===== config.mk =====
export PLATFORM = sky130hd
export DESIGN_NAME = scan_divider
export DESIGN_NICKNAME = d
export VERILOG_FILES = /design/src/rtl/scan_divider.sv
export SDC_FILE = /design/constraint.sdc
export NUM_CORES = 1
export LEC_CHECK = 0
export ABC_AREA = 1
export ABC_CLOCK_PERIOD_IN_PS = 2200
export BUFFER_PORTS_ARGS = -buffer_cell sky130_fd_sc_hd__buf_2
export CAP_MARGIN = 5
export CORE_MARGIN = 4
export CORE_UTILIZATION = 33
export DETAILED_ROUTE_END_ITERATION = 10
export GPL_TIMING_DRIVEN = 0
export PLACE_DENSITY = 0.6
export SLEW_MARGIN = 20
export SYNTH_ARGS = -nofsm -noshare
export SYNTH_HDL_FRONTEND = slang
export SYNTH_SLANG_ARGS = --single-unit

===== constraint.sdc =====
create_clock -name clk -period 2.2 [get_ports clk]
set_clock_uncertainty 0.2 [all_clocks]
set_input_delay 0 -clock clk [delete_from_list [all_inputs] [get_ports clk]]
set_output_delay 0 -clock clk [all_outputs]
set_load 0.01 [all_outputs]

===== src/rtl/scan_divider.sv =====
// Prescaled display-scan divider: a programmable prescale counter emits a tick
// each period and steps an active-low one-hot digit select; frame marks each full scan.
module scan_divider #(
  parameter int CNT_W  = 15,
  parameter int DEF_TC = 31250,
  parameter int DIGITS = 4,
  parameter int SEL_W  = 2
) (
  input  logic              clk,
  input  logic              rst_n,
  input  logic              en,
  input  logic              tc_load,
  input  logic [CNT_W-1:0]  tc_in,
  output logic [CNT_W-1:0]  count,
  output logic              tick,
  output logic [SEL_W-1:0]  digit_sel,
  output logic [DIGITS-1:0] anode,
  output logic              frame
);

  localparam logic [CNT_W-1:0] TC_RESET = CNT_W'(DEF_TC);
  localparam logic [SEL_W-1:0] LAST_SEL = SEL_W'(DIGITS - 1);

  logic [CNT_W-1:0] count_q, count_d;
  logic [CNT_W-1:0] tc_q, tc_d;
  logic [SEL_W-1:0] sel_q, sel_d;
  logic             tick_q, tick_d;
  logic             frame_q, frame_d;
  logic             wrap;

  // A load always wins over a coincident wrap, so wrap excludes tc_load.
  always_comb begin
    wrap = en && !tc_load && (count_q == tc_q);
  end

  always_comb begin
    count_d = count_q;
    tc_d    = tc_q;
    sel_d   = sel_q;
    tick_d  = 1'b0;
    frame_d = 1'b0;
    if (tc_load) begin
      tc_d    = tc_in;
      count_d = '0;
    end else if (wrap) begin
      count_d = '0;
      tick_d  = 1'b1;
      frame_d = (sel_q == LAST_SEL);
      sel_d   = (sel_q == LAST_SEL) ? '0 : sel_q + SEL_W'(1);
    end else if (en) begin
      count_d = count_q + CNT_W'(1);
    end
  end

  always_ff @(posedge clk or negedge rst_n) begin
    if (!rst_n) begin
      count_q <= '0;
      tc_q    <= TC_RESET;
      sel_q   <= '0;
      tick_q  <= 1'b0;
      frame_q <= 1'b0;
    end else begin
      count_q <= count_d;
      tc_q    <= tc_d;
      sel_q   <= sel_d;
      tick_q  <= tick_d;
      frame_q <= frame_d;
    end
  end

  // Anodes decode only the registered select, so they cannot glitch on inputs.
  for (genvar i = 0; i < DIGITS; i++) begin : g_anode
    assign anode[i] = (sel_q != SEL_W'(i));
  end

  assign count     = count_q;
  assign tick      = tick_q;
  assign frame     = frame_q;
  assign digit_sel = sel_q;

endmodule

; ---- Word level (Yosys, flattened, before mapping)
; Index checks and enable logic that the tools add are counted.
[classes]
reduce_logical = 6
addsub = 2
n_bitwise = 1
mux = 8
n_eq_ne = 5
[op_table]
columns = op, n
row1 = $mux 15, 3
row2 = $add 15x1->15 const B, 1
row3 = $eq 15x15->1, 1
row4 = $mux 1, 4
row5 = $ne 2x2->1 const B, 2
row6 = $reduce_bool 3->1, 1
row7 = $add 2x1->2 const B, 1
row8 = $eq 2x2->1 const B, 1
row9 = $logic_and 1x1->1, 2
row10 = $mux 2, 1
row11 = $ne 2x1->1 const B, 1
row12 = $reduce_and 2->1, 1
row13 = $reduce_bool 2->1, 1
row14 = $logic_not 1->1, 1
row15 = $not 1->1, 1
[word_totals]
ff_bits = 34
word_cells = 27
input_bits = 19
out_inout_bits = 23

; ---- Longest topological paths before layout
[depth]
word_depth = 5
ltp_mapped = 10
depth_no_buf = 9

; ---- Worst setup path after synthesis
; OpenSTA, ideal clock, no wires.
[synth_path]
path_type = register to register
startpoint = reg count_q[1] (netlist: count[1])
endpoint = reg count_q[12] (netlist: count[12])
required_time_ns = 1.883
stages_incl_launch_ff = 9
synth_period_minus_slack_ns = 1.683
arrival_time_ns = 1.366
slack_ns = 0.517
cell_sequence = dfrtp_1 > ha_1 > nand3_1 > nor2_2 > nand2_1 > o21ai_0 > nand2_1 > nand3_1 > nand2_1
[synth_via]
elab_chain_len = 4
[synth_lines]
columns = element, line_no
row1 = "start, declared", 24  ; logic [CNT_W-1:0] count_q, count_d;
row2 = "start signal, assigned", 63  ; count_q <= count_d;
row3 = $add 15x1->15 / $eq 15x15->1 (equally long branches), "51, 33"
row4 = $mux 15 / $logic_and 1x1->1 (equally long branches), "50, 33"
row5 = $mux 15, 45  ; end else if (wrap) begin
row6 = $mux 15, 42  ; if (tc_load) begin
; Parallel ways exist; a longest one is shown, timed or not. The select of a mux whose other input is x is not followed.
; A chain may end at the register's enable or synchronous reset.

; ---- Worst setup path after layout
; Same ends and word-level chain as after synthesis.

==> Flow_metrics.wiki <==
{| class="wikitable"
! Metric !! Value
|-
| Async set-or-reset flop fraction in the synthesized netlist || 100.0%
|-
| Type of element capturing the critical path || register
|-
| CTS-repair resized insts || 0
|-
| Average cell area after synthesis || 7.216 µm²
|-
| Maximum level of the CTS H-tree || 2
|-
| Mapped cell area || 2013 µm²
|-
| Post-route setup slack || 0.3333 ns
|-
| Placed Area || 2312 µm²
|-
| Run status || finished, final reports clean
|-
| Via/cell ratio || 4.353
|-
| Worst slew margin || 48.29%
|-
| Starting density of the core || 34.00%
|-
| Largest net degree at the start of global routing || 35
|-
| Number of flops mapped to enable cells by yosys || 0
|-
| Cell Count, Final, Fillers Out || 422
|-
| TritonCTS buffer count || 5
|-
| Largest fanout on the critical path || 6
|-
| Leak || 1.417 nW
|-
| Fin crit share || 84.85%
|-
| Maximum clock frequency || 0.5357 GHz
|-
| Number of maximum-capacitance constraint violations || 0
|-
| Top post-synthesis cells by count || nand2_1, inv_1, dfrtp_1
|-
| Post-synthesis instance total || 279
|-
| Total number of clock tree sinks || 34
|-
| Areal power density over the cells || 535.3 nW/µm²
|-
| Yosys warning count || 0
|-
| Post-detailed-route wirelength per cell || 11.09 µm
|-
| Post-synth top area share || 33.56%
|-
| Arr. time, crit path || 1.85 ns
|-
| Fill cell total of the finished layout || 604
|-
| Number of port buffers || 41
|-
| CTS Root Buffer Type || clkbuf_8
|-
| Buffers from clock root to sink, at most || 2
|-
| Final Max Tran Viols || 0
|-
| Overflow after GRT || 0
|-
| Required time of the worst setup path || 2.18 ns
|-
| TritonCTS clock tree || built
|-
| Final setup vio count || 0
|-
| Clock latency reported for the late side of the worst-skew pair || 0.29 ns
|-
| Worst vdd rail ir drop || 251.6 µV
|-
| Via count of the first global-routing pass || 1,760
|-
| Synth unique cells || 22
|-
| Routed WL || 4678 µm
|-
| Synth Net Count || 303
|-
| Post-route cell area || 2613 µm²
|-
| Min Tclk post-route || 1.867 ns
|-
| RSZ-0062 raised after global routing || no
|-
| Routability Congestion || 0.7933
|-
| Placed wire-length estimate || 3380 µm
|-
| Total die area || 7414 µm²
|-
| Signed area change from the synthesized netlist to the final layout || 29.77%
|-
| Most repeated cell in the gate-level netlist after synthesis || nand2_1
|-
| Worst Setup Slack post-DPL || 0.3470 ns
|-
| Crit Path Category || reg2reg
|-
| Top area cells in the synthesized netlist || dfrtp_1, nand2_1, dfstp_2
|-
| Ports placed on the boundary || 42
|-
| Number of detailed-route iterations in the first pass || 4
|-
| DR iter-0 viols || 133
|-
| Total area of multi-input combinational cells || 960.9 µm²
|-
| Overall via count from detail_route || 1,837
|-
| Final-stage net count || 370
|-
| Most used flip-flop cell after synthesis || dfrtp_1
|-
| Diode count || 0
|-
| Initial antenna violation count || 0
|-
| Number of hold violations in the final report || 0
|-
| DRC violations left || 0
|-
| Wire length of the first global-routing pass || 8176 µm
|-
| Die boundary height || 86.11 µm
|-
| Slew at the pin closest to its max-slew limit || 0.7757 ns
|-
| Cell total after placement || 395
|-
| Cell row count || 28
|-
| Ratio of cells with drive above 1 in the final layout || 23.63%
|-
| Area taken by flip-flops and latches || 859.6 µm²
|-
| Hold WC Path Type || in2async
|-
| CORE AREA || 5921 µm²
|-
| Clock transition at the registers of the reported paths || 0.07 ns
|-
| Category of the worst setup path launch point || register
|-
| Total routing resource utilization after global routing || 14.06%
|-
| Number of nets with antenna violations after routing || 0
|-
| Number of register bits inferred by synthesis || 34
|-
| Area leader, netlist || dfrtp_1
|-
| Portion of the post-synthesis area used by sequential elements || 42.70%
|-
| Die width || 86.11 µm
|-
| Total negative setup slack || 0 ns
|}
cell usage in the layout (no fill, tap or decap):
cell / n
dfrtp_1: 27
buf_2: 42
nor2_1: 13
ha_1: 5
inv_1: 34
inv_2: 9
nand4_1: 5
clkbuf_8: 8
clkbuf_1: 4
o21ai_0: 15
mux2_2: 1
nor2_2: 4
xnor2_1: 1
buf_6: 1
dlygate4sd3_1: 19
dfstp_2: 7
nor3_1: 1
nand2_2: 1
nand3_2: 5
xor2_1: 8
nand3_1: 18
nand2_1: 115
nand2_4: 1
nor2_4: 3
where the power goes:
group / internal [W] / switching [W]
Combinational: 0.0000733 / 0.0000946
Clock: 0.000316 / 0.000234
Sequential: 0.000662 / 0.0000181
stage by stage:
stage          utilization [%]  power (W)  hold slack [ns]
3_3_place_gp             39.05  0.0008333         -0.07710
3_5_place_dp             39.05  0.0008377         -0.07123
2_1_floorplan                -  0.0007783          -0.4956
4_1_cts                  44.13   0.001418           0.1587
6_report                 44.13   0.001399           0.1270
5_1_grt                  44.13   0.001473           0.2220
layer usage:
metal / track usage (%) / wire length, µm / vias up
met2: 21.86 / 2069 / 38
met3: 3.554 / 246 / 5
met4: 5.468 / 81 / 0
li1: - / - / 975
met5: 0 / 0 / -
met1: 18.68 / 2281 / 819
registers in the layout, summed over array words and instances, names as in the netlist:
name and count:
count 15, tick 1, tc_q 15, frame 1
digit_sel 2
critical path: stages, from the launching register on:
cell and delay (ns):
dfrtp_1 0.45, ha_1 0.22, nand3_1 0.17, nor2_2 0.21
nand2_1 0.14, o21ai_0 0.17, nand2_1 0.07, nand3_1 0.08
nand2_1 0.05
path summary, 6_finish.rpt:
kind / start / endpoint / slack [ns] / depth (start not counted)
setup / recovery: count[1] / count[12] / 0.33 / 8
hold / removal: rst_n / tc_q[0] / 0.13 / 2
setup reg to reg: count[1] / count[12] / 0.33 / 8
hold reg to reg: tc_q[1] / tc_q[1] / 0.29 / 2
max in group asynchronous: rst_n / count[12] / 1.17 / 2
min in group clk: tc_in[0] / tc_q[0] / 0.25 / 4
logic make-up (layout without fill, tap and decap cells):
kind of cell             count (synthesis)  after routing  share of synthesized area (%)
buffers and inverters                   49            117                          9.570
flip-flops                              34             34                          42.70
adder cells (fa/ha/maj)                  5              5                          3.108
AO/OA/AOI/OAI                           15             15                          3.729
XOR/XNOR                                 9              9                          3.916
multiplexers                             1              1                         0.5593
AND/OR/NAND/NOR                        166            166                          36.42
repair_timing:
action | in CTS | in global routing
buffers inserted | 0 | 0
hold buffers | 19 | 0
endpoints found under the hold margin | 54 | 0
final cells by class:
class,count,area share (%)
Sequential cell,34,32.90
Buffer,6,1.197
Inverter,43,6.178
Timing Repair Buffer,60,15.13
Tap cell,75,3.592
Clock buffer,8,4.215
Multi-Input combinational cell,196,36.78
Note: power is estimated with default switching activity, not from simulation.
